==> config.mk <==
export PLATFORM = sky130hd
export DESIGN_NAME = dm_cmd_dispatcher
export DESIGN_NICKNAME = d
export VERILOG_FILES = /design/src/rtl/dm_cmd_dispatcher.sv
export SDC_FILE = /design/constraint.sdc
export NUM_CORES = 1
export LEC_CHECK = 0
export BUFFER_PORTS_ARGS = -buffer_cell sky130_fd_sc_hd__buf_2
export CAP_MARGIN = 20
export CORE_UTILIZATION = 45
export DETAILED_ROUTE_END_ITERATION = 12
export PLACE_DENSITY_LB_ADDON = 0.1
export SETUP_SLACK_MARGIN = 0.5
export SLEW_MARGIN = 40
export SYNTH_ARGS = -nofsm -noshare
export SYNTH_HDL_FRONTEND = slang
export SYNTH_SLANG_ARGS = --single-unit
==> constraint.sdc <==
create_clock -name clk -period 6.75 [get_ports clk]
set_input_delay 0.3375 -clock clk [delete_from_list [all_inputs] [get_ports clk]]
set_output_delay 0.3375 -clock clk [all_outputs]
set_load 0.02 [all_outputs]
==> src/rtl/dm_cmd_dispatcher.sv <==
// dm_cmd_dispatcher
// Turns decoded UART message words into column-write transactions for the
// dot-matrix controller. A message is decoded one cycle after capture and then
// issues a single column write, a full-matrix clear/fill sweep or an enable
// update. A 1-deep pending buffer absorbs one message that arrives while busy.
// Rejected commands and dropped messages are counted.
//
// Ports:
//   clk          clock (UART rx domain)
//   reset        synchronous, active-high reset
//   msg          message word: [31:24] opcode, [23:16] column, [15:8] row, [7:0] arg
//   msg_ready    one-cycle valid pulse for msg
//   dm_write     one-cycle column write strobe
//   dm_col_addr  column address, holds its value between strobes
//   dm_row_in    row data, holds its value between strobes
//   dm_enable    display enable level
//   busy         FSM not idle or a message is waiting in the pending buffer
//   cmd_err      one-cycle pulse on a rejected command
//   overrun      one-cycle pulse on a dropped message
//   err_cnt      saturating count of rejects plus drops
module dm_cmd_dispatcher #(
  parameter int unsigned NCOLS      = 5,
  parameter int unsigned COLW       = 5,
  parameter int unsigned ROWW       = 7,
  parameter bit          ENABLE_RST = 1'b1
) (
  input  logic            clk,
  input  logic            reset,
  input  logic [31:0]     msg,
  input  logic            msg_ready,
  output logic            dm_write,
  output logic [COLW-1:0] dm_col_addr,
  output logic [ROWW-1:0] dm_row_in,
  output logic            dm_enable,
  output logic            busy,
  output logic            cmd_err,
  output logic            overrun,
  output logic [7:0]      err_cnt
);

  localparam logic [7:0] OpWriteCol = 8'h01;
  localparam logic [7:0] OpClear    = 8'h02;
  localparam logic [7:0] OpFill     = 8'h03;
  localparam logic [7:0] OpEnable   = 8'h04;

  typedef enum logic [1:0] {StIdle, StDecode, StWrite, StSweep} state_e;

  state_e          r_state, w_state_nxt;
  logic [31:0]     r_cmd, w_cmd_nxt;
  logic [31:0]     r_pend, w_pend_nxt;
  logic            r_pend_vld, w_pend_vld_nxt;
  logic [COLW-1:0] r_col, w_col_nxt;
  logic [ROWW-1:0] r_row, w_row_nxt;
  logic            r_enable, w_enable_nxt;
  logic            r_cmd_err, w_cmd_err_nxt;
  logic            r_overrun, w_overrun_nxt;
  logic [7:0]      r_err_cnt, w_err_cnt_nxt;

  logic [7:0]      w_opcode;
  logic [7:0]      w_col_field;
  logic            w_col_ok;
  logic [1:0]      w_err_inc;
  logic [8:0]      w_err_sum;
  logic            w_unused_cmd;

  assign w_opcode    = r_cmd[31:24];
  assign w_col_field = r_cmd[23:16];
  // Comparing the full 8-bit field also rejects any bit set above COLW.
  assign w_col_ok    = 32'(w_col_field) < NCOLS;
  // Argument bits other than bit 0 carry no meaning for any opcode.
  assign w_unused_cmd = ^r_cmd;

  always_comb begin
    w_state_nxt    = r_state;
    w_cmd_nxt      = r_cmd;
    w_pend_nxt     = r_pend;
    w_pend_vld_nxt = r_pend_vld;
    w_col_nxt      = r_col;
    w_row_nxt      = r_row;
    w_enable_nxt   = r_enable;
    w_cmd_err_nxt  = 1'b0;
    w_overrun_nxt  = 1'b0;

    unique case (r_state)
      StIdle: begin
        if (r_pend_vld) begin
          w_cmd_nxt   = r_pend;
          w_state_nxt = StDecode;
          // A message arriving while pending drains refills the buffer.
          if (msg_ready) begin
            w_pend_nxt = msg;
          end else begin
            w_pend_vld_nxt = 1'b0;
          end
        end else if (msg_ready) begin
          w_cmd_nxt   = msg;
          w_state_nxt = StDecode;
        end
      end

      StDecode: begin
        w_state_nxt = StIdle;
        case (w_opcode)
          OpWriteCol: begin
            if (w_col_ok) begin
              w_state_nxt = StWrite;
              w_col_nxt   = w_col_field[COLW-1:0];
              w_row_nxt   = r_cmd[8 +: ROWW];
            end else begin
              w_cmd_err_nxt = 1'b1;
            end
          end
          OpClear: begin
            w_state_nxt = StSweep;
            w_col_nxt   = '0;
            w_row_nxt   = '0;
          end
          OpFill: begin
            w_state_nxt = StSweep;
            w_col_nxt   = '0;
            w_row_nxt   = r_cmd[8 +: ROWW];
          end
          OpEnable: begin
            w_enable_nxt = r_cmd[0];
          end
          default: begin
            w_cmd_err_nxt = 1'b1;
          end
        endcase
      end

      StWrite: begin
        w_state_nxt = StIdle;
      end

      StSweep: begin
        // The column address register doubles as the sweep index.
        if (r_col == COLW'(NCOLS - 1)) begin
          w_state_nxt = StIdle;
        end else begin
          w_col_nxt = r_col + 1'b1;
        end
      end
    endcase

    if ((r_state != StIdle) && msg_ready) begin
      if (!r_pend_vld) begin
        w_pend_nxt     = msg;
        w_pend_vld_nxt = 1'b1;
      end else begin
        w_overrun_nxt = 1'b1;
      end
    end
  end

  assign w_err_inc = {1'b0, w_cmd_err_nxt} + {1'b0, w_overrun_nxt};
  assign w_err_sum = {1'b0, r_err_cnt} + {7'b0, w_err_inc};
  assign w_err_cnt_nxt = w_err_sum[8] ? 8'hFF : w_err_sum[7:0];

  always_ff @(posedge clk) begin
    if (reset) begin
      r_state    <= StIdle;
      r_cmd      <= '0;
      r_pend     <= '0;
      r_pend_vld <= 1'b0;
      r_col      <= '0;
      r_row      <= '0;
      r_enable   <= ENABLE_RST;
      r_cmd_err  <= 1'b0;
      r_overrun  <= 1'b0;
      r_err_cnt  <= '0;
    end else begin
      r_state    <= w_state_nxt;
      r_cmd      <= w_cmd_nxt;
      r_pend     <= w_pend_nxt;
      r_pend_vld <= w_pend_vld_nxt;
      r_col      <= w_col_nxt;
      r_row      <= w_row_nxt;
      r_enable   <= w_enable_nxt;
      r_cmd_err  <= w_cmd_err_nxt;
      r_overrun  <= w_overrun_nxt;
      r_err_cnt  <= w_err_cnt_nxt;
    end
  end

  assign dm_write    = (r_state == StWrite) || (r_state == StSweep);
  assign dm_col_addr = r_col;
  assign dm_row_in   = r_row;
  assign dm_enable   = r_enable;
  assign busy        = (r_state != StIdle) || r_pend_vld;
  assign cmd_err     = r_cmd_err;
  assign overrun     = r_overrun;
  assign err_cnt     = r_err_cnt;

endmodule

# Word level (Yosys, flattened, before mapping)

Cells that the tools add are included.

$mul: 0
$lt $le $gt $ge: 1
Div/mod/pow operators: 0
Add/sub/neg operators: 3
Equality and inequality tests: 14
Bitwise gates (word level): 0
Shifts and indexed selects: 0
Multiplexer cells: 30
Reductions and logical operators: 15

Operators with widths:

| cell                | number |
|---|---|
| $mux 32             | 7 |
| $pmux 7 s3          | 1 |
| $pmux 5 s2          | 2 |
| $eq 8x2->1 const B  | 2 |
| $mux 5              | 2 |
| $add 8x2->9         | 1 |
| $mux 1              | 9 |
| $ne 3x3->1 const B  | 3 |
| $eq 8x1->1 const B  | 1 |
| $eq 8x3->1 const B  | 1 |
| $lt 8x3->1 const B  | 1 |
| $mux 2              | 4 |
| $mux 8              | 1 |
| $pmux 2 s4          | 1 |
| $mux 7              | 1 |
| $ne 2x2->1 const B  | 3 |
| $reduce_and 2->1    | 3 |
| $reduce_bool 2->1   | 3 |
| $add 5x1->5 const B | 1 |
| $eq 5x3->1 const B  | 1 |
| $eq 2x2->1 const B  | 2 |
| $pmux 2 s2          | 1 |
| $reduce_and 4->1    | 1 |
| $reduce_and 3->1    | 1 |
| other kinds (9)     | 10 |

ROM bits: 0
Memories: 0
Bits in writable memories: 0
Bits in latches: 0
Word-level logic and storage cells: 73
Bits of input ports: 35
Bits in registers: 90
Output and inout port bits: 25

# Logic depth before layout (Yosys ltp)

Depth after elaboration: 7
Mapped depth: 10
Gate-level depth less buffers: 10

# Worst setup path before layout

No wires, ideal clock.

Path kind: flip-flop to flip-flop
Start point: register r_cmd[25]
End point: register r_err_cnt[0], in the netlist err_cnt[0]
Path buffers: 0
Path slack: 4.428 ns
Data required time: 6.678 ns
Period minus slack after synthesis: 2.322 ns
Cell stages (with the launch flop): 11
Setup time: 0.072 ns
Arrival time: 2.250 ns
Cells stage by stage: dfxtp_1 -> nor2b_1 -> a41o_1 -> o21ai_0 -> nand2_1 -> fa_1 -> inv_1 -> ha_1 -> and4_1 -> nand4_1 -> a21oi_1

Cells in the longest elaborated chain, start to end: 7
Elaborated cells between the ends (all ways): 10
Classes of those cells: add/sub (2); eq/ne (4); mux (3); reduce/logical (1)

Ends and longest elaborated chain:

| element                                  | line | RTL |
|---|---|---|
| from (decl)                              | 49   | `logic [31:0] r_cmd, w_cmd_nxt;` |
| from (signal assigned)                   | 174  | `r_cmd <= w_cmd_nxt;` |
| $eq 8x3->1 or $eq 8x2->1 (tied branches) | 103  | `case (w_opcode)` |
| $reduce_or 3->1 (no line)                | -    |  |
| $pmux 1 s2 (*)                           | 103  |  |
| $mux 1 (*)                               | 84   | `unique case (r_state)` |
| $add 1x1->2 (*)                          | 156  | `assign w_err_inc = {1'b0, w_cmd_err_nxt} + {1'b0, w_overrun_nxt};` |
| $add 8x2->9 (*)                          | 157  | `assign w_err_sum = {1'b0, r_err_cnt} + {7'b0, w_err_inc};` |
| $mux 8 (*)                               | 158  | `assign w_err_cnt_nxt = w_err_sum[8] ? 8'hFF : w_err_sum[7:0];` |
| to (signal assigned)                     | 182  | `r_err_cnt <= w_err_cnt_nxt;` |
| to (decl)                                | 57   | `logic [7:0] r_err_cnt, w_err_cnt_nxt;` |

Mark *: on every way between the ends. The rest lies on a longest branch, timed or not.
A chain may end at the register's enable or synchronous reset.

# Worst setup path in the final report

Start point: register r_cmd[26]
End point: register r_err_cnt[0], in the netlist err_cnt[0]

Same word-level chain as after synthesis.

==> flow_metrics.env <==
export IMPL_cts_buffers=9
export IMPL_cts_max_level=3
export IMPL_postRouteAntennaNets=0
export IMPL_ys_types=50
export IMPL_setup_violations=0
export IMPL_maxSlewViolCount=0
export IMPL_cts_resized=0
export IMPL_rows=30
export IMPL_hp_class="in2reg"
export IMPL_finalWirelength_mm=6.63
export IMPL_grt_pass1_vias=2314
export IMPL_skew_ns=0.00939
export IMPL_antenna_found_initial=0
export IMPL_syn_area_sq_um=3240
export IMPL_io_buffer_count=51
export IMPL_min_period_over_period_pct=41.7
export IMPL_critPathRequiredTime_ns=7.02
export IMPL_clk_pin_slew_ns=0.08
export IMPL_start_util_pct=47.2
export IMPL_synth_seq_cells=74
export IMPL_synth_fp_nets=374
export IMPL_max_vdd_ir_drop_v=0.000159
export IMPL_clk_latency_ns=0.34
export IMPL_core_area_sq_um=6870
export IMPL_diodes=0
export IMPL_fin_crit_ns=2.81
export IMPL_grt_use_total_pct=19.0
export IMPL_crit_slowest_cell="fa_1"
export IMPL_post_dp_cell_area_sq_um=3540
export IMPL_path_class="reg2reg"
export IMPL_cts_path_max_buffers=2
export IMPL_cp_top_family="simple AND/OR/NAND/NOR gates"
export IMPL_drcViolationCount=0
export IMPL_synth_area_per_cell_sq_um=9.68
export IMPL_grt_overflow=0
export IMPL_synth_cells=335
export IMPL_final_util_pct=54.6
export IMPL_final_common_cell="dfxtp_1"
export IMPL_area_growth_pct=15.7
export IMPL_path_cells="nor2b_1, a41o_1, o21ai_0, nand2_1, fa_1, inv_1, ha_1, and4_1, nand4_1, a21oi_1"
export IMPL_dp_cells=460
export IMPL_wl_per_cell_microns=13.9
export IMPL_crit_buf_inv=1
export IMPL_powerDensity_nw_per_um2=259
export IMPL_tightest_slew_ns=0.710
export IMPL_dp_hpwl_mm=4.38
export IMPL_crit_arrival_ns=3.08
export IMPL_finalHoldViolCount=0
export IMPL_maxCapViolCount=0
export IMPL_cts_tree="yes"
export IMPL_setup_ws_ns=3.94
export IMPL_synth_ff_type="dfxtp_1"
export IMPL_fp_dieW_microns=86.9
export IMPL_fin_cells=476
export IMPL_async_flop_share_pct=0
export IMPL_fin_tns_setup_ns=0
export IMPL_design_area_sq_um=3750
export IMPL_gp_congestion=0.779
export IMPL_hold_ws_ns=0.242
export IMPL_timing_fmax_mhz=355
export IMPL_fin_total_pwr_mw=0.971
export IMPL_dr_pass1_iters=4
export IMPL_slowest_delay_ns=0.44
export IMPL_p_leak_nw=1.63
export IMPL_grt_pass1_wl_mm=10.9
export IMPL_grt_max_degree=69
export IMPL_end_kind="flop"
export IMPL_status="complete, no violations"
export IMPL_cts_sinks=74
export IMPL_rsz0062_at_grt="false"
export IMPL_layout_common_cells="dfxtp_1, nor2_1, buf_2"
export IMPL_via_per_inst=5.39
export IMPL_postCtsSetupBuffers=0
export IMPL_root_buffer="clkbuf_8"
export IMPL_relSlewSlack_pct=52.3
export IMPL_drive_gt1_share_pct=21.3
export IMPL_dp_worst_setup_slack_ns=3.95
export IMPL_ios=60
export IMPL_synth_edf_count=0
export IMPL_synth_warnings=0
export IMPL_seq_area_frac_synth_pct=45.7
export IMPL_drtIter0Drc=167
export IMPL_crit_fanout=6
export IMPL_critPathLaunchType="flop"
export IMPL_postCtsHoldBufs=0
export IMPL_via_count=2564
export IMPL_fin_nets=414
export IMPL_chipHeight_microns=86.9
export IMPL_die_area_sq_um=7550
## worst min-delay path, delay by kind of cell
| family | cells | cell delay, ns |
|---|---|---|
| and+or+nand+nor | 1 | 0.07 |
| muxes | 1 | 0.05 |
| buffers and inverters | 1 | 0.08 |
## cells by family after synthesis
group	after synthesis	share of synthesized area (%)
AOI/OAI and AO/OA	68	15.9
and+or+nand+nor	101	15.6
buffers and inverters	34	4.47
DFF	74	45.7
adders and majority gates	4	1.77
xor gates and xnor gates	3	0.810
muxes	51	15.8
## sequential cells by signal, summed over array words and instances, names as in the netlist
register     flops
r_state          2
overrun          1
dm_col_addr      5
dm_enable        1
r_pend_vld       1
r_cmd           24
cmd_err          1
dm_row_in        7
r_pend          24
err_cnt          8
## synthesized netlist by cell type, drive strengths merged (3+ instances only)
cell    count  share of area, %
mux2i      50                15
dfxtp      74                46
a21oi      11               1.8
nand3       6               1.1
buf         9               1.5
nor2       58               6.7
o311ai      3              0.81
nand4       4              0.77
a32o        7               2.2
inv         9               1.0
o21ai       3              0.46
ha          3               1.2
or3         4              0.77
a211oi     28               6.5
nor3        4              0.62
nand2       7              0.81
nor4        3              0.96
a31oi       4              0.77
clkbuf     16               1.9
## cell type report
cell class / count / area, sq um
sequential: 74 / 1480
clock inverter: 5 / 78.8
tap: 96 / 120
multi-input combinational: 227 / 1630
inverter: 9 / 33.8
clock buffer: 11 / 131
timing repair buffer: 54 / 278
fill: 677 / 3120
## layer usage
layer,up-vias,GRT usage (%),wire length (microns)
met1,1199,24.8,3210
li1,1304,-,-
met2,54,30.1,3090
met5,-,0,0
met3,7,5.88,269
met4,0,5.45,71
## where the power goes
| group | internal [mW] | total, mW | switching, mW |
|---|---|---|---|
| clock network | 0.208 | 0.365 | 0.157 |
| registers | 0.463 | 0.484 | 0.0215 |
| logic | 0.0516 | 0.122 | 0.0704 |
| total | 0.722 | 0.971 | 0.249 |
## path summary, 6_finish.rpt
| path | from | to | slack [ns] | cells past startpoint |
|---|---|---|---|---|
| setup reg to reg | r_cmd[26]$_SDFFE_PP0P_ | err_cnt[0]$_SDFF_PP0_ | 3.94 | 10 |
| hold / removal | msg[16] | r_pend[16]$_SDFF_PP0_ | 0.24 | 3 |
| setup / recovery | r_cmd[26]$_SDFFE_PP0P_ | err_cnt[0]$_SDFF_PP0_ | 3.94 | 10 |
| hold reg to reg | r_cmd[11]$_SDFFE_PP0P_ | dm_row_in[3]$_SDFFE_PP0P_ | 0.48 | 1 |
Power figures use the tool's default switching activity.
